## config.mk

```make
export PLATFORM = sky130hd
export DESIGN_NAME = uart_tx
export DESIGN_NICKNAME = d
export VERILOG_FILES = /design/src/rtl/uart_tx.sv
export SDC_FILE = /design/constraint.sdc
export NUM_CORES = 1
export LEC_CHECK = 0
export BUFFER_PORTS_ARGS = -buffer_cell sky130_fd_sc_hd__buf_2
export CORE_MARGIN = 4
export CORE_UTILIZATION = 59
export CTS_CLUSTER_DIAMETER = 80
export DETAILED_ROUTE_END_ITERATION = 10
export MAX_ROUTING_LAYER = met4
export PLACE_DENSITY = 0.93
export SYNTH_ARGS = -nofsm -noshare
export SYNTH_HDL_FRONTEND = slang
export SYNTH_SLANG_ARGS = --single-unit
```

## constraint.sdc

```tcl
create_clock -name clk -period 3.2 [get_ports clk]
set_input_delay 0.64 -clock clk [delete_from_list [all_inputs] [get_ports clk]]
set_output_delay 0.64 -clock clk [all_outputs]
set_load 0.02 [all_outputs]
```

## src/rtl/uart_tx.sv

```systemverilog
`default_nettype none
// ============================================================================
// Module      : uart_tx
// Description : 8N1 UART transmitter. Bit boundaries follow the shared
//               oversampled b_tick grid; each bit lasts OVS ticks.
// Revision    : 1.0 - initial release
// ============================================================================

module uart_tx #(
  parameter int OVS = 16
) (
  input  logic       clk,
  input  logic       rst,
  input  logic       b_tick,
  input  logic       tx_start,
  input  logic [7:0] tx_data,
  output logic       tx,
  output logic       tx_busy,
  output logic       tx_done
);

  localparam logic [2:0] S_IDLE  = 3'd0;
  localparam logic [2:0] S_SYNC  = 3'd1;
  localparam logic [2:0] S_START = 3'd2;
  localparam logic [2:0] S_DATA  = 3'd3;
  localparam logic [2:0] S_STOP  = 3'd4;

  localparam logic [4:0] c_TICK_LAST = 5'(OVS - 1);
  localparam logic [2:0] c_BIT_LAST  = 3'd7;

  logic [2:0] r_state, w_state_next;
  logic [4:0] r_tick_cnt, w_tick_next;
  logic [2:0] r_bit_cnt, w_bit_next;
  logic [7:0] r_shift, w_shift_next;
  logic       r_tx, w_tx_next;
  logic       r_tx_done, w_done_next;
  logic       w_tick_wrap;

  assign w_tick_wrap = b_tick && (r_tick_cnt == c_TICK_LAST);

  always_ff @(posedge clk) begin
    if (rst) begin
      r_state    <= S_IDLE;
      r_tick_cnt <= 5'd0;
      r_bit_cnt  <= 3'd0;
      r_shift    <= 8'd0;
      r_tx       <= 1'b1;
      r_tx_done  <= 1'b0;
    end else begin
      r_state    <= w_state_next;
      r_tick_cnt <= w_tick_next;
      r_bit_cnt  <= w_bit_next;
      r_shift    <= w_shift_next;
      r_tx       <= w_tx_next;
      r_tx_done  <= w_done_next;
    end
  end

  always_comb begin
    w_state_next = r_state;
    w_tick_next  = r_tick_cnt;
    w_bit_next   = r_bit_cnt;
    w_shift_next = r_shift;
    case (r_state)
      S_IDLE: begin
        if (tx_start) begin
          w_shift_next = tx_data;
          w_state_next = S_SYNC;
        end
      end
      // Waiting here aligns the start bit to a tick so it is a full OVS ticks.
      S_SYNC: begin
        if (b_tick) begin
          w_tick_next  = 5'd0;
          w_state_next = S_START;
        end
      end
      S_START: begin
        if (w_tick_wrap) begin
          w_tick_next  = 5'd0;
          w_bit_next   = 3'd0;
          w_state_next = S_DATA;
        end else if (b_tick) begin
          w_tick_next = r_tick_cnt + 5'd1;
        end
      end
      S_DATA: begin
        if (w_tick_wrap) begin
          w_tick_next = 5'd0;
          if (r_bit_cnt == c_BIT_LAST) begin
            w_state_next = S_STOP;
          end else begin
            w_shift_next = r_shift >> 1;
            w_bit_next   = r_bit_cnt + 3'd1;
          end
        end else if (b_tick) begin
          w_tick_next = r_tick_cnt + 5'd1;
        end
      end
      S_STOP: begin
        if (w_tick_wrap) begin
          w_tick_next  = 5'd0;
          w_state_next = S_IDLE;
        end else if (b_tick) begin
          w_tick_next = r_tick_cnt + 5'd1;
        end
      end
      default: begin
        w_state_next = S_IDLE;
      end
    endcase
  end

  // The line level is derived from the next state so tx is a clean register.
  always_comb begin
    w_tx_next   = 1'b1;
    w_done_next = (r_state == S_STOP) && w_tick_wrap;
    case (w_state_next)
      S_START: w_tx_next = 1'b0;
      S_DATA:  w_tx_next = w_shift_next[0];
      default: w_tx_next = 1'b1;
    endcase
  end

  assign tx      = r_tx;
  assign tx_busy = (r_state != S_IDLE);
  assign tx_done = r_tx_done;

endmodule

`default_nettype wire

```

==> impl.org <==
** Floorplanning
- 15 I/O pins were placed.
- Starting density of the core :: 0.620
- The die is 50.6 um wide.
- After floorplanning, the core was sized to cover 1730 sq um.
- The die covers 2560 sq um.
- Standard-cell rows :: 15
- Die Y-Extent :: 50.6 um

** Yosys
- Combinational family with the most area after synthesis :: simple AND/OR/NAND/NOR gates
- Fraction of post-synthesis cell area in the top cell type by area :: 0.393
- Summed over all instances, the cell type with the most area after synthesis is sky130_fd_sc_hd__dfxtp_1.
- Number of flops mapped to enable cells by yosys :: 0
- Area share of fa/ha/maj cells after synthesis :: 0.0350
- Avg Cell Area, Syn :: 9.00 sq um
- Main area contributors after synthesis :: sky130_fd_sc_hd__dfxtp_1 39%, sky130_fd_sc_hd__a21oi_1 6.5%, sky130_fd_sc_hd__a22oi_1 4.9%
- Area fraction in compound gates after synthesis :: 0.206
- The portion of synthesized area spent on multiplexers is 0.0187.
- Synthesized flop and latch total :: 21
- Share of synthesized area occupied by flip-flops and latches :: 0.393
- The number of nets in the synthesized netlist is 134.
- Number of distinct standard cells referenced by the synthesized netlist :: 35
- For this run, asynchronously set or reset flops after synthesis account for 0.
- Main flop type after synthesis :: sky130_fd_sc_hd__dfxtp_1
- Xor and xnor area share after synthesis :: 0.0245
- Count of mapped cells out of synthesis :: 119
- Yosys warnings :: 0
- After synthesis the cells add up to 1070 sq um.
- Simple-gate portion of the synthesized area :: 0.262

** Setup path
- Setup slack on the worst reg-to-reg path comes out at 1.18 ns.
- Highest cell delay on the worst timing path :: 0.71 ns
- The worst register-to-register path ends at tx.
- The worst setup path is captured at a flop.
- Grouping stages by cell kind, the critical path spends the most delay in simple AND/OR/NAND/NOR gates.
- Number of buffers and inverters on the critical path :: 0
- Critical Path Source :: r_state[0]
- CP Launch Type :: flop
- Most frequent cell on the critical path :: sky130_fd_sc_hd__mux2i_1
- Worst-path cell with the longest stage delay :: sky130_fd_sc_hd__nor4b_2
- The worst setup path is of the flop to flop kind.
- Worst path cell trace :: nor4b_2 -> mux2i_1 -> mux2i_1 -> a2111o_1
- Along the worst path, the maximum fanout reaches 13.
- Reg-to-reg startpoint :: r_state[0]
- Count of cells along the worst register-to-register path :: 4
- In this run the number of cells on the critical path is 4.
- Data required, critical path :: 3.40 ns
- Critical path arrival :: 2.22 ns

** Timing
- Final worst path period share :: 0.630
- Summed over all failing endpoints, the final setup total negative slack is 0 ns.
- In this run the tightest slew margin relative to its limit is 0.475.
- Clock skew on the completed layout was measured at 0.00970 ns.
- For the pin with the worst max-slew slack, the measured transition is 0.785 ns.
- The worst path needs 2.02 ns of the cycle, external delays included.
- Setup repair after global routing left no endpoint under its margin.
- Final setup violation count :: 0
- The max-slew violation count came to 0.
- Based on the critical path, the design can be clocked at up to 496 MHz.
- After layout, the worst setup slack is 1.18 ns.
- The final hold violation count came to 0.

** Power
- Sum of internal, switching and leakage power :: 474 uW
- Power density over the cells :: 415 nW/um^2
- Leakage dissipation :: 0.419 nW
- Worst IR drop on VDD :: 0.229 mV

** Route
- Average vias per placed instance :: 6.07
- Initial DRC Count :: 37
- Total via count in the routed design :: 928
- The final layout contains routed wiring with a total length of 2170 um.
- The detail route stage leaves a number of antenna-violating nets equal to 0.
- Dividing the detail-routed wire length by the instance count gives 14.2 um.
- # DRC :: 0
- DR pass1 iterations :: 4

** Layout
- 0 antenna diodes ended up in the layout.
- The library cells used most frequently in the layout, excluding fill and tap cells, are 21 x sky130_fd_sc_hd__dfxtp_1, 14 x sky130_fd_sc_hd__a21oi_1, 14 x sky130_fd_sc_hd__buf_2.
- Layout Cell Area excl Fill :: 1140 sq um
- Fraction of final layout cells with drive strength greater than 1 :: 0.180
- Synth-to-layout area growth :: 6.78%
- Leaving out fill and tap cells, the most frequent cell in the layout is sky130_fd_sc_hd__dfxtp_1.
- Measured on the finished design, the core utilization comes to 0.662.
- For this run, the post-layout net count is 144.

** Place
- Area post-placement :: 1120 sq um
- Final GP Congestion :: 0.827
- Detailed placement ended at an HPWL of 1550 um.
- During placement, the flow inserted port buffers numbering 14.
- Setup slack at placement :: 1.01 ns

** Global routing
- Global Route Usage Sum :: 0.197
- First-pass GRT wire length :: 3800 um
- Maximum number of pins on one net before global-route repair :: 22
- Number of antenna violations at the first check in global routing :: 0
- Number of global-route vias before repair :: 854
- Global route overflow :: 0

** CTS
- CTS saw 21 sinks.
- After clock tree synthesis, the setup repair step added 0 buffers.
- The cell sitting at the root of the clock tree is a sky130_fd_sc_hd__clkbuf_4.
- Maximum level of the CTS H-tree :: 1
- Post_cts resized :: 0
- Clk Latency, worst-skew pair :: 0.30 ns
- After clock tree synthesis, the clock-pin slew on the worst setup and hold paths is 0.11 ns.
- In this run, post-CTS hold repair placed 0 buffers.
- No sink is reached through more buffers than the 2 on the longest clock path.
- TritonCTS created 3 clock buffers.
- TritonCTS clock tree :: built

** Run status
- Status :: complete, no violations

** Worst hold path
- Capture endpoint of the worst hold path :: r_bit_cnt[2]
- Min-Delay Startpoint :: r_bit_cnt[2]
- The worst hold path passes through 2 cells.
- Path class of the lowest-slack min-delay path :: flop to flop

** Job
- Max capacitance violation total :: 0
==> worst max path at each step <==
stage / end
floorplan: tx
global placement: tx
detailed placement: tx
CTS: tx
global route: r_tick_cnt[4]
finish: tx
==> cells in the mapped netlist (all sizes together), types with 2 or more instances <==
cell type,instances
dfxtp,21
a21oi,14
nand3,10
nand2,9
a22oi,7
buf,6
clkbuf,4
nand4,4
nor3,4
nor3b,4
o211ai,4
ha,3
nor2b,3
xor2,3
and3,2
and4,2
mux2i,2
nand3b,2
o21ai,2
==> routing by layer <==
| metal | routed length, um | part of all wire | vias up | track usage |
|---|---|---|---|---|
| li1 | - | - | 466 | - |
| met3 | 94 | 0.043 | 5 | 0.0356 |
| met1 | 998 | 0.46 | 432 | 0.251 |
| met4 | 31 | 0.014 | 0 | 0.0673 |
| met2 | 1040 | 0.48 | 25 | 0.313 |
| met5 | 0 | 0 | - | - |
==> kinds of logic after synthesis <==
family,after synthesis
AO/OA/AOI/OAI,33
multiplexers,2
AND/OR/NAND/NOR,46
XOR/XNOR,3
buffers and inverters,11
flip-flops,21
adder cells (fa/ha/maj),3
==> power by group <==
part / switching (mW) / internal, mW / total (mW)
clock: 0.0764 / 0.0486 / 0.125
combinational: 0.0368 / 0.0298 / 0.0666
sequential: 0.0105 / 0.272 / 0.282
total: 0.124 / 0.350 / 0.474
==> stage by stage <==
stage | std cells | hold WS, ns
floorplan | 119 | 0.436
detailed placement | 149 | 0.459
global placement | 149 | 0.445
finish | 153 | 0.473
CTS | 153 | 0.474
global route | 153 | 0.490
==> worst register-to-register path, cell delays in order (launching register included) <==
cell and delay [ns]:
sky130_fd_sc_hd__dfxtp_1 0.45, sky130_fd_sc_hd__nor4b_2 0.71, sky130_fd_sc_hd__mux2i_1 0.26, sky130_fd_sc_hd__mux2i_1 0.10, sky130_fd_sc_hd__a2111o_1 0.41
==> registers in the layout, indices dropped and copies added (netlist names) <==
name / flops
r_bit_cnt: 3
r_state: 3
tx_done: 1
tx: 1
r_tick_cnt: 5
r_shift: 8
==> final cells by class <==
type                            count  area (sq um)
Timing Repair Buffer               15          77.6
Sequential cell                    21           420
Inverter                            1          3.75
Fill cell                         160           583
Tap cell                           25          31.3
Clock buffer                        4          26.3
Multi-Input combinational cell     87           584
No activity file was read; power rests on OpenSTA's default activity.
